File: src/rtl/softmax_row_sched.sv
// softmax_row_sched: runs the tiled softmax core over a batch of rows.
// Each row gets a start pulse. Its score tiles are read from the score buffer and
// streamed into the core. The core's result tiles are written to the output buffer.
`timescale 1ns/1ps
module softmax_row_sched #(
    parameter int WIDTH          = 32,
    parameter int TOTAL_ELEMENTS = 16,
    parameter int TILE_SIZE      = 4,
    parameter int TILE_GAP       = 1,
    parameter int ROW_W          = 8,
    parameter int ADDR_W         = 12
) (
    input  logic                        clk,
    input  logic                        rst_n,
    input  logic                        cmd_valid,
    output logic                        cmd_ready,
    input  logic [ROW_W-1:0]            cmd_rows,
    input  logic [ADDR_W-1:0]           cmd_src,
    input  logic [ADDR_W-1:0]           cmd_dst,
    output logic                        rd_en,
    output logic [ADDR_W-1:0]           rd_addr,
    input  logic [TILE_SIZE*WIDTH-1:0]  rd_data,
    output logic                        sm_en,
    output logic                        sm_start,
    output logic [TILE_SIZE*WIDTH-1:0]  sm_tile,
    output logic                        sm_tile_valid,
    input  logic [TILE_SIZE*WIDTH-1:0]  sm_tile_out,
    input  logic                        sm_tile_out_valid,
    input  logic                        sm_done,
    output logic                        wr_en,
    output logic [ADDR_W-1:0]           wr_addr,
    output logic [TILE_SIZE*WIDTH-1:0]  wr_data,
    output logic                        busy,
    output logic [ROW_W-1:0]            rows_done,
    output logic                        all_done,
    output logic                        err
);
    localparam int TILES = TOTAL_ELEMENTS / TILE_SIZE;
    localparam int CNT_W = $clog2(TILES + 1);

    localparam logic [CNT_W-1:0]  ONE_C     = CNT_W'(1);
    localparam logic [CNT_W-1:0]  LAST_TILE = CNT_W'(TILES - 1);
    localparam logic [CNT_W-1:0]  ALL_TILES = CNT_W'(TILES);
    localparam logic [ADDR_W-1:0] TILES_A   = ADDR_W'(TILES);
    localparam logic [ROW_W-1:0]  ONE_R     = ROW_W'(1);
    localparam logic              GAP_ON    = (TILE_GAP != 0);

    localparam logic [2:0] S_IDLE   = 3'd0;
    localparam logic [2:0] S_START  = 3'd1;
    localparam logic [2:0] S_FEED   = 3'd2;
    localparam logic [2:0] S_DRAIN  = 3'd3;
    localparam logic [2:0] S_FINISH = 3'd4;

    logic [2:0]        r_state;
    logic [ROW_W-1:0]  r_rows;
    logic [ROW_W-1:0]  r_row;
    logic [ROW_W-1:0]  r_rows_done;
    logic [ADDR_W-1:0] r_src;
    logic [ADDR_W-1:0] r_dst;
    logic [ADDR_W-1:0] r_row_base;   // row*TILES, kept as a running sum
    logic [CNT_W-1:0]  r_in_cnt;
    logic [CNT_W-1:0]  r_out_cnt;
    logic              r_gap;
    logic              r_err;
    logic              r_rd_vld_p1;  // read strobe aligned with returning rd_data

    logic              w_wb_act;
    logic              w_tile_acc;
    logic              w_tile_ovf;
    logic              w_done;
    logic              w_short;
    logic              w_last_row;
    logic              w_rd_en;
    logic [CNT_W-1:0]  w_cnt_after;

    // Result tiles are accepted from START through DRAIN; a tile beyond TILES is dropped.
    assign w_wb_act    = (r_state == S_START) || (r_state == S_FEED) || (r_state == S_DRAIN);
    assign w_tile_acc  = w_wb_act && sm_tile_out_valid && (r_out_cnt != ALL_TILES);
    assign w_tile_ovf  = w_wb_act && sm_tile_out_valid && (r_out_cnt == ALL_TILES);
    assign w_done      = sm_done && ((r_state == S_FEED) || (r_state == S_DRAIN));
    // A tile that arrives with sm_done still counts toward the row before the short check.
    assign w_cnt_after = w_tile_acc ? (r_out_cnt + ONE_C) : r_out_cnt;
    assign w_short     = (w_cnt_after < ALL_TILES);
    assign w_last_row  = ((r_row + ONE_R) == r_rows);
    assign w_rd_en     = (r_state == S_FEED) && !r_gap;

    assign cmd_ready     = rst_n && (r_state == S_IDLE);
    assign busy          = (r_state != S_IDLE);
    assign sm_en         = busy;
    assign sm_start      = (r_state == S_START);
    assign rd_en         = w_rd_en;
    assign rd_addr       = w_rd_en ? (r_src + r_row_base + ADDR_W'(r_in_cnt)) : '0;
    assign sm_tile_valid = r_rd_vld_p1;
    assign sm_tile       = r_rd_vld_p1 ? rd_data : '0;
    assign wr_en         = w_tile_acc;
    assign wr_addr       = w_tile_acc ? (r_dst + r_row_base + ADDR_W'(r_out_cnt)) : '0;
    assign wr_data       = w_tile_acc ? sm_tile_out : '0;
    assign rows_done     = r_rows_done;
    assign all_done      = (r_state == S_FINISH);
    assign err           = r_err;

    // Row sequencing, tile read issue, result counting and error tracking.
    always_ff @(posedge clk or negedge rst_n) begin
        if (!rst_n) begin
            r_state     <= S_IDLE;
            r_rows      <= '0;
            r_row       <= '0;
            r_rows_done <= '0;
            r_src       <= '0;
            r_dst       <= '0;
            r_row_base  <= '0;
            r_in_cnt    <= '0;
            r_out_cnt   <= '0;
            r_gap       <= 1'b0;
            r_err       <= 1'b0;
            r_rd_vld_p1 <= 1'b0;
        end else begin
            r_rd_vld_p1 <= w_rd_en;
            if (w_tile_acc) r_out_cnt <= r_out_cnt + ONE_C;
            if (w_tile_ovf) r_err <= 1'b1;

            if (w_done) begin
                // Row complete: advance and re-arm counters for the next row's START.
                if (w_short) r_err <= 1'b1;
                r_rows_done <= r_rows_done + ONE_R;
                r_row       <= r_row + ONE_R;
                r_row_base  <= r_row_base + TILES_A;
                r_in_cnt    <= '0;
                r_out_cnt   <= '0;
                r_gap       <= 1'b0;
                r_state     <= w_last_row ? S_FINISH : S_START;
            end else begin
                case (r_state)
                    S_IDLE: begin
                        if (cmd_valid) begin
                            r_rows      <= cmd_rows;
                            r_src       <= cmd_src;
                            r_dst       <= cmd_dst;
                            r_rows_done <= '0;
                            r_err       <= 1'b0;
                            r_row       <= '0;
                            r_row_base  <= '0;
                            r_in_cnt    <= '0;
                            r_out_cnt   <= '0;
                            r_gap       <= 1'b0;
                            r_state     <= (cmd_rows == '0) ? S_FINISH : S_START;
                        end
                    end
                    S_START: r_state <= S_FEED;
                    S_FEED: begin
                        if (w_rd_en) begin
                            r_in_cnt <= r_in_cnt + ONE_C;
                            if (r_in_cnt == LAST_TILE) r_state <= S_DRAIN;
                            else                        r_gap   <= GAP_ON;
                        end else begin
                            r_gap <= 1'b0;
                        end
                    end
                    S_DRAIN:  r_state <= S_DRAIN;
                    S_FINISH: r_state <= S_IDLE;
                    default:  r_state <= S_IDLE;
                endcase
            end
        end
    end
endmodule

File: config.mk
export PLATFORM = sky130hd
export DESIGN_NAME = softmax_row_sched
export DESIGN_NICKNAME = d
export VERILOG_FILES = /design/src/rtl/softmax_row_sched.sv
export SDC_FILE = /design/constraint.sdc
export NUM_CORES = 1
export LEC_CHECK = 0
export ABC_AREA = 1
export BUFFER_PORTS_ARGS = -buffer_cell sky130_fd_sc_hd__buf_2
export CAP_MARGIN = 10
export CORE_AREA = 3 3 232 234
export DETAILED_ROUTE_END_ITERATION = 6
export DIE_AREA = 0 0 235 237
export PLACE_DENSITY = 0.37
export SLEW_MARGIN = 20
export SYNTH_ARGS = -nofsm -noshare
export SYNTH_HDL_FRONTEND = slang
export SYNTH_SLANG_ARGS = --single-unit
File: constraint.sdc
create_clock -name clk -period 3.4 [get_ports clk]
set_clock_uncertainty 0.15 [all_clocks]
set_input_delay 0.17 -clock clk [delete_from_list [all_inputs] [get_ports clk]]
set_output_delay 0.17 -clock clk [all_outputs]
set_load 0.1 [all_outputs]
# Yosys cells after proc, flatten, opt, wreduce, memory -nomap -nowiden
# Cells that the tools add are included.
op_classes:
  addsub: 9
  multipliers: 0
  div_mod_pow: 0
  n_lt_le_gt_ge: 1
  n_eq_ne: 12
  n_shift: 0
  n_mux: 36
  n_bitwise: 1
  reduce_logical: 21
ops:
  columns: ["operator", "count"]
  rows:
  - ["two-way mux 128 bit", 2]
  - ["two-way mux 12 bit", 5]
  - ["two-way mux 3 bit", 13]
  - ["two-way mux 8 bit", 4]
  - ["adder 12 bit", 2]
  - ["adder 12 x 3 -> 12 bit", 2]
  - ["adder 8 x 1 -> 8 bit (second input constant)", 2]
  - ["adder 12 x 3 -> 12 bit (second input constant)", 1]
  - ["one-hot mux 3 bit (4 select lines)", 1]
  - ["AND reduction 3 bit", 4]
  - ["equality test 3 x 2 -> 1 bit (second input constant)", 3]
  - ["two-way mux 1 bit", 9]
  - ["!= test 3 bit (second input constant)", 3]
  - ["equality test 8 bit", 1]
  - ["logical NOT 8 bit", 1]
  - ["adder 3 x 1 -> 3 bit (second input constant)", 2]
  - ["equality test 3 bit (second input constant)", 2]
  - ["logical AND 1 bit", 6]
  - ["one-hot mux 3 bit (2 select lines)", 1]
  - ["nonzero test 3 bit", 2]
  - ["!= test 4 bit (second input constant)", 1]
  - ["nonzero test 2 bit", 2]
  - ["equality test 3 x 1 -> 1 bit (second input constant)", 1]
  - ["logical NOT 3 bit", 1]
  - ["other kinds (7)", 9]
totals:
  register_bits: 72
  latch_bits: 0
  ram_bits: 0
  romBits: 0
  in_bits: 293
  output_inout_bits: 297
  wordCells: 92
  memories: 0

# Longest topological paths before layout
# Gate-level depths: netlist of the first run.
logic_depth:
  depth_word: 9
  mapped_depth: 13
  ltp_nobuf: 13

# Worst setup path before layout of the first run
# OpenSTA, ideal clock, no wires.
synth_path:
  path_type: "register -> output"
  from: "register r_state[2]"
  to: "output port rd_addr[10]"
  arrival_ns: 3.295
  t_required_ns: 3.080
  setup_slack_ns: -0.215
  path_stages_with_launch: 6
  path_buffers: 0
  cell_sequence: "dfrtp_1 > nor3_1 > inv_1 > nor2_2 > o21ai_0 > a21oi_1"
synth_between:
  elab_chain_len: 3
synth_rtl:
  columns: ["element", "line_no", "source"]
  rows:
  - ["start: declaration", "54", "logic [2:0] r_state;"]
  - ["start signal: assignment", "131", "r_state <= w_last_row ? S_FINISH : S_START;"]
  - ["start signal: assignment", "146", "r_state <= (cmd_rows == '0) ? S_FINISH : S_START;"]
  - ["equality test 3 x 2 -> 1 bit", "85", "assign w_rd_en = (r_state == S_FEED) && !r_gap;"]
  - ["logical AND 1 bit", "85", null]
  - ["named net rd_en", "20", "output logic rd_en,"]
  - ["two-way mux 12 bit", "92", "assign rd_addr = w_rd_en ? (r_src + r_row_base + ADDR_W'(r_in_cnt)) : '0;"]
  - ["end: declaration", "21", "output logic [ADDR_W-1:0] rd_addr,"]
# The timed path passes the listed nets, and every way through them passes these cells.

# Worst setup path after layout of the first run
layout_path:
  from: "register r_row_base[2]"
  to: "output port wr_addr[8]"
layout_between:
  elab_chain_len: 3
layout_rtl:
  columns: ["element", "line_no", "source"]
  rows:
  - ["start: declaration", "60", "logic [ADDR_W-1:0] r_row_base;"]
  - ["start signal: assignment", "127", "r_row_base <= r_row_base + TILES_A;"]
  - ["adder 12 bit", "96", "assign wr_addr = w_tile_acc ? (r_dst + r_row_base + ADDR_W'(r_out_cnt)) : '0;"]
  - ["adder 12 x 3 -> 12 bit", "96", null]
  - ["two-way mux 12 bit", "96", null]
  - ["end: declaration", "31", "output logic [ADDR_W-1:0] wr_addr,"]
# Every way passes these cells.

==> run_results.csv, run 1 <==
group,metric,value,unit
run_status,status,"finished with violations",
run_status,violations,"design-rule violations",
sta,rsz0062_at_grt,"false",
synthesis,yosys.area_share.simple,33.4,%
floorplan,core,0.0522,mm^2
hold_path,hp-class,"in -> reg",
clock_tree,cts_tree,"yes",
floorplan,initial_core_util,12.9,%
cells_and_area,regArea,0.00176,mm^2
synthesis,synth_edf_count,0,
synthesis,syn_area,0.00673,mm^2
cells_and_area,nNetsFinal,2089,
worst_setup_path,path_class,"reg -> out",
pwr,power_density,1120,mW/mm^2
synthesis,synthAdderAreaFrac,9.93,%
synthesis,ys_seq_area_share,26.0,%
pwr,vdd_drop_max,1.07,mV
placed_design,routabilityCongestion,0.978,
grt,overflow,0,
detailed_routing,vias_per_cell,3.81,
detailed_routing,first_pass_iters,7,
worst_setup_path,crit_fanout,6,
cells_and_area,drive_gt1_share,36.9,%
worst_setup_path,cp.arrival,2.97,ns
sta,max_slew.worst_pin.slew,0.855,ns
job,maxCapViolCount,0,
synthesis,synth_top_family_by_area,"simple AND/OR/NAND/NOR gates",
cells_and_area,fin_util,21.3,%
detailed_routing,wirelength,56000,um
worst_setup_path,rr_endpoint,"r_out_cnt[1]",
worst_setup_path,crit_required,3.08,ns
grt,grt_pass1_vias,9467,
detailed_routing,vias,9314,
synthesis,synth.most_common_cell,"inv_1",
floorplan,die_x,235,um
synthesis,synth.distinct_cells,42,
grt,grt_max_degree,71,
cells_and_area,multi_input_area,0.00361,mm^2
detailed_routing,drc,1,
synthesis,async_reset_ff_share,100,%
synthesis,netlist_top_cells_count,"inv_1 (309), nand2_1 (300), nor2_1 (190)",
clock_tree,cts_made_buffers,9,
sta,relSlewSlack,43.0,%
worst_setup_path,reg2regPathDepth,9,
synthesis,yosys_register_bits,70,
hold_path,hold_start,"cmd_valid",
synthesis,synthCells,1140,
clock_tree,h-tree-depth,3,
grt,antenna_found_initial,18,
sta,finalHoldViolations,0,
hold_path,min_delay_path_depth,5,
synthesis,synth_nets,1484,
synthesis,synth_xor_area_share,2.34,%
sta,finalSetupViolCount,0,
worst_setup_path,timing.rr.start,"r_out_cnt[1]",
clock_tree,root_buffer,"clkbuf_16",
sta,fin_crit,3.29,ns
synthesis,synth_ff_type,"dfrtp_1",
sta,fmax,0.304,GHz
clock_tree,post_cts_buffers,0,
worst_setup_path,critPathLaunchType,"flop",
clock_tree,worstSkewPairLatency,0.34,ns
synthesis,postSynthAreaPerCell,5.90,um^2
worst_setup_path,crit_path_end_kind,"output pin",
synthesis,synthMuxAreaShare,0,%
synthesis,ys_top_cells_by_area,"dfrtp_1 (26%), inv_1 (17%), nand2_1 (17%)",
cells_and_area,synthToLayoutAreaGrowth,65.4,%
floorplan,rows,84,
clock_tree,clkSlewWorstSetupHoldPaths,0.06,ns
grt,grt_pass1_wl,75600,um
floorplan,die_area,0.0557,mm^2
synthesis,yosysWarnings,0,
synthesis,synth_compound_area_share,7.68,%
worst_setup_path,rrSetupSlack,1.16,ns
floorplan,dieHeight,237,um
placed_design,hpwlAfterDp,50000,um
detailed_routing,detail-route-antenna-nets,0,
clock_tree,clock_path_buffers,2,
synthesis,synthDominantCellAreaShare,26.0,%
hold_path,whs_endpoint,"r_gap",
sta,whs,0.0745,ns
cells_and_area,fillers,6214,
clock_tree,clkSinkCount,70,
sta,maxSlewViolCount,0,
detailed_routing,post_drt_wl_per_cell,22.9,um
synthesis,synth_top_cell_by_area,"dfrtp_1",
floorplan,ios,590,
detailed_routing,drt_iter0_markers,490,
sta,post-route-period-util,96.7,%
placed_design,portBuffers,589,
pwr,leakagePower,7.73,nW
grt,grt_usage,19.1,%
-- worst max-delay path, stage by stage, from the launching register on --
cell,delay (ns)
dfrtp_1,0.56
fa_1,0.54
ha_1,0.33
nand3_1,0.08
nand2_1,0.12
nand2_1,0.06
o211ai_1,0.14
o21ai_0,0.14
a21oi_2,0.17
buf_2,0.48
-- what timing repair did --
| action | 4_1_cts | 5_1_grt |
|---|---|---|
| setup endpoints to repair | 0 | 4 |
| hold endpoints to repair | 54 | 0 |
| hold buffers | 33 | 0 |
| gates resized for setup | 0 | 4 |
-- per-layer routing --
layer  track usage, %  vias to the layer above  share of wire [%]
met2             31.6                      386                 46
met4             1.73                        6               0.83
met5                0                        -              0.064
met1             25.4                     4357                 45
li1                 -                     4525                  -
met3             6.04                       40                8.4
-- report_power, final --
part | internal [mW] | leakage [nW] | total (mW) | switching (mW)
clock network | 0.545 | 0.138 | 0.908 | 0.363
registers | 1.12 | 0.910 | 1.44 | 0.323
logic | 1.59 | 6.68 | 10.1 | 8.48
total | 3.25 | 7.73 | 12.4 | 9.16
-- cell usage in the layout, fill, tap and decap left out, types with 4 or more instances in the layout --
cell	n
nand2_1	300
dfrtp_1	69
inv_1	309
nand4_1	6
a21oi_1	24
buf_2	584
o21ai_1	8
o21a_1	5
clkbuf_16	9
clkbuf_4	4
nor3_1	5
xor2_1	8
o21ai_0	30
o22ai_1	7
diode_2	10
ha_1	47
nor2_2	5
xnor2_1	10
a21oi_2	5
dlygate4sd3_1	33
buf_4	11
inv_2	4
fa_1	4
nand3_1	37
nor2_1	188
-- per-stage QoR --
step	setup TNS (ns)	area (um^2)	cells	total power, mW	setup slack, ns
global route	0	11100	2441	13.0	0.000331
global placement	0	10500	2389	11.6	0.401
finish	0	11100	2446	12.4	0.111
floorplan	-1.07	6750	1140	9.28	-0.136
CTS	0	11100	2436	12.6	0.0693
detailed placement	0	10500	2389	11.5	0.442
-- how the worst max path moves through the flow --
| stage | from | to | slack, ns |
|---|---|---|---|
| after detailed placement | r_row_base[2] | rd_addr[7] | 0.44 |
| final | r_row_base[2] | wr_addr[8] | 0.11 |
| after global routing | r_row_base[2] | wr_addr[6] | 0.0003 |
| after global placement | r_row_base[2] | rd_addr[9] | 0.40 |
| after floorplan | r_state[2] | rd_addr[4] | -0.14 |
| after CTS | r_row_base[2] | rd_addr[7] | 0.07 |
-- area by class of cell --
class                           instances  share of cell area, %
Antenna cell                           10                  0.225
Clock buffer                           13                   2.43
Clock inverter                          1                 0.0450
Inverter                              316                   10.7
Multi-Input combinational cell        714                   32.5
Sequential cell                        70                   15.8
Tap cell                              688                   7.73
Timing Repair Buffer                  634                   30.6
-- sequential cells by signal, indices dropped and copies added (netlist names), 8 cells and up --
register / cells
r_src: 12
rows_done: 8
r_rows: 8
r_row_base: 10
r_row: 8
r_dst: 12
-- cells by family (layout without fill, tap and decap cells) --
kind of cell | Yosys count | in the layout
AND/OR/NAND/NOR | 554 | 554
other | 0 | 10
flip-flops | 70 | 70
XOR/XNOR | 18 | 18
buffers and inverters | 356 | 964
adder cells (fa/ha/maj) | 51 | 51
AO/OA/AOI/OAI | 91 | 91
Power figures use the tool's default switching activity.
==> run 2: changes to the inputs <==
==> constraint.sdc (replaced) <==
create_clock -name clk -period 3.4 [get_ports clk]
set_clock_uncertainty 0.15 [all_clocks]
set_input_delay 0.68 -clock clk [delete_from_list [all_inputs] [get_ports clk]]
set_output_delay 0.68 -clock clk [all_outputs]
set_load 0.1 [all_outputs]
==> run 2 against run 1 <==
Cell area grew 15%. Largest power group unchanged. Critical path type unchanged. Sequential share of layout area shrank 1.9 points. Die area is the same. Critical path depth shrank 1. Total power grew 12%. Hold slack gained 0.25 ns. The run now ends clean.
==> run_results.csv, run 2 (same netlist as run 1, synthesis figures left out) <==
group,metric,value,unit
grt,grt_max_degree,71,
sta,max_slew.worst_pin.slew,0.964,ns
clock_tree,clkSlewWorstSetupHoldPaths,0.06,ns
clock_tree,cts_tree,"yes",
worst_setup_path,timing.rr.start,"r_state[1]",
sta,fin_crit,3.38,ns
floorplan,die_x,235,um
worst_setup_path,crit_fanout,5,
job,maxCapViolCount,0,
pwr,p_int,4.41,mW
grt,grt_pass1_wl,66900,um
cells_and_area,final_cells,2432,
sta,finalHoldViolations,0,
sta,fmax,0.296,GHz
cells_and_area,fillers,5926,
clock_tree,clkSinkCount,70,
grt,overflow,0,
pwr,leakagePower,8.01,nW
worst_setup_path,cp_num_buf_inv,1,
placed_design,portBuffers,589,
hold_path,min_delay_path_depth,2,
worst_setup_path,rrSetupSlack,1.11,ns
detailed_routing,detail-route-antenna-nets,0,
worst_setup_path,rr_endpoint,"r_row_base[6]",
pwr,p_clk_share,6.5,%
placed_design,hpwlAfterDp,43000,um
worst_setup_path,critPathMostFrequentCell,"fa_2",
cells_and_area,final_cell_mix,"buf_2 (484), inv_1 (309), nand2_1 (297), nor2_1 (141), buf_12 (98)",
worst_setup_path,slowest_delay,0.54,ns
detailed_routing,first_pass_iters,5,
clock_tree,root_buffer,"clkbuf_16",
floorplan,die_area,0.0557,mm^2
cells_and_area,drive_gt1_share,43.4,%
floorplan,core,0.0522,mm^2
worst_setup_path,cp_slowest_cell,"fa_2",
cells_and_area,reg_top3,"r_dst (12), r_src (12), r_row_base (10)",
pwr,p_comb_share,83.3,%
pwr,power_density,1090,mW/mm^2
floorplan,initial_core_util,12.9,%
worst_setup_path,cp.arrival,2.55,ns
placed_design,dpl.cell_count,2409,
floorplan,rows,84,
sta,relSlewSlack,35.7,%
cells_and_area,synthToLayoutAreaGrowth,89.5,%
sta,rsz0062_at_grt,"true",
clock_tree,worstSkewPairLatency,0.34,ns
detailed_routing,drc,0,
sta,post-route-period-util,99.4,%
detailed_routing,post_drt_wl_per_cell,20.1,um
detailed_routing,drt_iter0_markers,386,
worst_setup_path,reg2regPathDepth,9,
worst_setup_path,path_class,"reg -> out",
hold_path,hold_start,"r_src[4]",
worst_setup_path,crit_required,2.57,ns
clock_tree,hold_buffers,0,
grt,antenna_found_initial,9,
detailed_routing,vias_per_cell,3.73,
pwr,vdd_drop_max,0.459,mV
pwr,swShare,68.2,%
worst_setup_path,cp_top_family,"adder cells",
sta,maxSlewViolCount,0,
worst_setup_path,critPathLaunchType,"flop",
clock_tree,cts_made_buffers,9,
worst_setup_path,path_cells,"fa_2 -> fa_2 -> a21oi_2 -> o21bai_1 -> nand2_1 -> nand2_2 -> nor2_4 -> buf_12",
placed_design,routabilityCongestion,0.970,
detailed_routing,wirelength,48800,um
pwr,switchingPower,9.46,mW
sta,finalSetupViolCount,0,
cells_and_area,nNetsFinal,2080,
detailed_routing,vias,9076,
sta,whs,0.328,ns
floorplan,ios,590,
hold_path,whs_endpoint,"r_src[4]",
floorplan,dieHeight,237,um
clock_tree,clock_path_buffers,2,
clock_tree,h-tree-depth,3,
cells_and_area,final_common_cell,"buf_2",
grt,grt_pass1_vias,9027,
run_status,status,"complete, no violations",
hold_path,hp-class,"reg -> reg",
pwr,p_seq_share,10.2,%
worst_setup_path,crit_path_end_kind,"output pin",
grt,grt_usage,16.7,%
run 2: layout make-up:
cell class              instances  area (um^2)  share of cell area [%]
multi-input cells             714         3940                    30.9
inverters                     316         1190                    9.36
repair buffers                625         4710                    36.9
clock buffers                  12          256                    2.01
flip-flops and latches         70         1760                    13.8
clock inverters                 3         20.0                   0.157
diodes                          4         10.0                  0.0785
well taps                     688          861                    6.75
run 2: through the flow:
stage | area [um^2] | setup WS, ns | utilization, % | setup TNS (ns) | total power [mW]
CTS | 12600 | 0.0177 | 24.0 | 0 | 13.8
floorplan | 6900 | -0.439 | - | -45.18 | 9.43
finish | 12800 | 0.0194 | 24.4 | 0 | 13.9
global route | 12700 | -0.0683 | 24.4 | -0.263 | 14.6
detailed placement | 12200 | 0.178 | 23.4 | 0 | 12.7
global placement | 12200 | 0.177 | 23.4 | 0 | 12.8
run 2: tightest hold or removal path, stage by stage, from the launching register on:
cell	delay [ns]
dfrtp_1	0.35
nand2_1	0.05
nand2_1	0.05
run 2: how the worst max path moves through the flow:
stage	startpoint	end	depth (start not counted)
finish	r_row_base[2]	wr_addr[9]	8
global route	r_row_base[2]	wr_addr[9]	8
CTS	r_row_base[2]	wr_addr[8]	9
detailed placement	r_row_base[2]	rd_addr[9]	8
global placement	r_row_base[2]	wr_addr[9]	8
floorplan	sm_tile_out_valid	wr_data[107]	6
run 2: power by group through the flow:
stage | sequential (mW) | clock (mW) | combinational [mW]
4_1_cts | 1.42 | 0.938 | 11.4
5_1_grt | 1.47 | 0.976 | 12.1
3_3_place_gp | 1.42 | 0 | 11.4
2_1_floorplan | 1.50 | 0 | 7.93
6_report | 1.41 | 0.904 | 11.6
3_5_place_dp | 1.43 | 0 | 11.3
run 2: layer usage:
layer / vias to the layer above / part of all wire [%] / GRT usage [%]
li1: 4500 / - / -
met1: 4187 / 47 / 23.3
met2: 335 / 41 / 23.5
met3: 44 / 9.3 / 6.92
met4: 10 / 2.2 / 4.04
met5: - / 0.13 / 0
run 2: what timing repair did:
action | in CTS | in global routing
resized for setup | 20 | 44
pin swaps | 0 | 19
setup buffers | 0 | 4
setup endpoints to repair | 13 | 16
==> run 3: changes to the inputs <==
==> constraint.sdc (replaced) <==
create_clock -name clk -period 3.8 [get_ports clk]
set_clock_uncertainty 0.15 [all_clocks]
set_input_delay 0.57 -clock clk [delete_from_list [all_inputs] [get_ports clk]]
set_output_delay 0.57 -clock clk [all_outputs]
set_load 0.1 [all_outputs]
==> run 3 against run 2 <==
Combinational power down 22%. Sequential share of layout area rose by 2.4 points. Clock power down 2.9%. Clock-buffer cell count shrank 3. Via count grew 1.9%. Cell area shrank 15%. Register-to-register slack improved by 0.49 ns. First-iteration DRC count increased by 27%. Global-route usage is 2.3 points higher. Critical path depth fell by 2. Die area did not move. Critical path type unchanged. Largest cell class is now multi-input gates. Largest power group unchanged.
==> run_results.csv, run 3 (same netlist as run 1, synthesis figures left out) <==
group,metric,value,unit
run_status,status,"complete, no violations",
clock_tree,h-tree-depth,3,
clock_tree,root_buffer,"clkbuf_16",
hold_path,hp-class,"in -> async",
clock_tree,clock_path_buffers,2,
detailed_routing,drc,0,
floorplan,ios,590,
cells_and_area,final_cell_mix,"buf_2 (580), inv_1 (309), nand2_1 (300), nor2_1 (188), dfrtp_1 (69)",
clock_tree,cts_tree,"yes",
worst_setup_path,timing.rr.start,"r_state[1]",
grt,met2_usage,31.4,%
grt,overflow,0,
placed_design,post_dp_cell_area,0.0105,mm^2
placed_design,routabilityCongestion,0.967,
placed_design,hpwlAfterDp,49500,um
detailed_routing,post_drt_wl_per_cell,23.0,um
sta,relSlewSlack,42.6,%
floorplan,core,0.0522,mm^2
worst_setup_path,critPathMostFrequentCell,"fa_1",
floorplan,rows,84,
grt,grt-busiest-layer,"met2",
sta,finalWorstSetupSlack,0.200,ns
sta,whs,0.196,ns
detailed_routing,vias,9249,
clock_tree,post_cts_buffers,0,
placed_design,dpl.cell_count,2389,
grt,met1_usage,24.6,%
worst_setup_path,crit_fanout,6,
clock_tree,cts_made_buffers,9,
cells_and_area,final_cells,2414,
sta,post-route-period-util,94.7,%
placed_design,place_ws,0.450,ns
sta,fin_crit,3.60,ns
job,maxCapViolCount,0,
clock_tree,worstSkewPairLatency,0.35,ns
cells_and_area,fin_util,20.7,%
worst_setup_path,reg2regPathDepth,8,
cells_and_area,nNetsFinal,2056,
worst_setup_path,cp_num_buf_inv,1,
sta,fmax,0.278,GHz
clock_tree,clkSlewWorstSetupHoldPaths,0.07,ns
worst_setup_path,cp_top_family,"adder cells",
detailed_routing,first_pass_iters,5,
worst_setup_path,path_cells,"fa_1 -> fa_1 -> a21oi_1 -> xor2_1 -> nor2_1 -> clkbuf_4",
sta,maxSlewViolCount,0,
detailed_routing,detail-route-antenna-nets,0,
pwr,vdd_drop_max,0.901,mV
cells_and_area,reg_top3,"r_dst (12), r_src (12), r_row_base (10)",
pwr,leakagePower,7.59,nW
detailed_routing,drt_iter0_markers,491,
cells_and_area,fin_area,0.0108,mm^2
worst_setup_path,crit_required,3.08,ns
sta,finalHoldViolations,0,
cells_and_area,drive_gt1_share,37.7,%
sta,max_slew.worst_pin.slew,0.861,ns
grt,grt_usage,18.9,%
sta,finalSetupViolCount,0,
floorplan,die_area,0.0557,mm^2
grt,use_met3,6.78,%
worst_setup_path,slowest_delay,0.57,ns
sta,rsz0062_at_grt,"false",
cells_and_area,final_common_cell,"buf_2",
clock_tree,clkSinkCount,70,
worst_setup_path,cp.arrival,2.88,ns
grt,grt_pass1_vias,9293,
placed_design,portBuffers,589,
grt,grt_pass1_wl,74600,um
worst_setup_path,rrSetupSlack,1.60,ns
floorplan,initial_core_util,12.9,%
grt,grt_max_degree,71,
cells_and_area,synthToLayoutAreaGrowth,60.9,%
worst_setup_path,critPathLaunch,"r_row_base[2]",
worst_setup_path,cp_slowest_cell,"dfrtp_1",
detailed_routing,vias_per_cell,3.83,
worst_setup_path,critPathLaunchType,"flop",
grt,antenna_found_initial,13,
pwr,power_density,1030,mW/mm^2
worst_setup_path,rr_endpoint,"r_rows[1]",
floorplan,die_x,235,um
worst_setup_path,path_class,"reg -> out",
detailed_routing,wirelength,55600,um
worst_setup_path,crit_path_end_kind,"output pin",
floorplan,dieHeight,237,um
## run 3: layout make-up
type	instances	area [um^2]
fillers	6211	41400
multi-input cells	714	3610
repair buffers	601	3080
flip-flops and latches	70	1760
inverters	316	1190
well taps	688	861
clock buffers	9	225
clock inverters	7	75.1
diodes	9	22.5
## run 3: power by group
| part | switching, mW | internal (mW) |
|---|---|---|
| clock network | 0.368 | 0.510 |
| registers | 0.272 | 1.00 |
| logic | 7.60 | 1.39 |
## run 3: repair_timing
| item | in CTS | in global routing |
|---|---|---|
| hold buffers | 0 | 0 |
| setup endpoints to repair | 0 | 8 |
| resized for setup | 0 | 9 |
## run 3: metal layers
layer	part of all wire (%)	wire, um
met1	44	24600
met2	46	25800
met3	8.7	4830
met4	0.58	320
met5	0.041	23
## run 3: through the flow
stage                     TNS [ns]  total power, mW
after detailed placement         0             10.3
after CTS                        0             11.2
after floorplan              -1.07             8.31
after global placement           0             10.3
final                            0             11.1
after global routing             0             11.7
## run 3: worst register-to-register path, delay by kind of cell (launching register included)
family                 cells  cell delay [ns]
buffers and inverters      3             0.57
AO/OA/AOI/OAI              1             0.08
AND/OR/NAND/NOR            4             0.80
flip-flops                 1             0.44
## run 3: worst max-delay path by stage
stage                        endpoint  slack (ns)  depth (start not counted)
after CTS                  rd_addr[7]        0.07                          6
after global routing      rd_addr[10]        0.02                          9
after global placement     rd_addr[9]        0.40                          8
after floorplan            rd_addr[4]       -0.14                          5
after detailed placement   rd_addr[7]        0.45                          6
final                      wr_addr[7]        0.20                          6
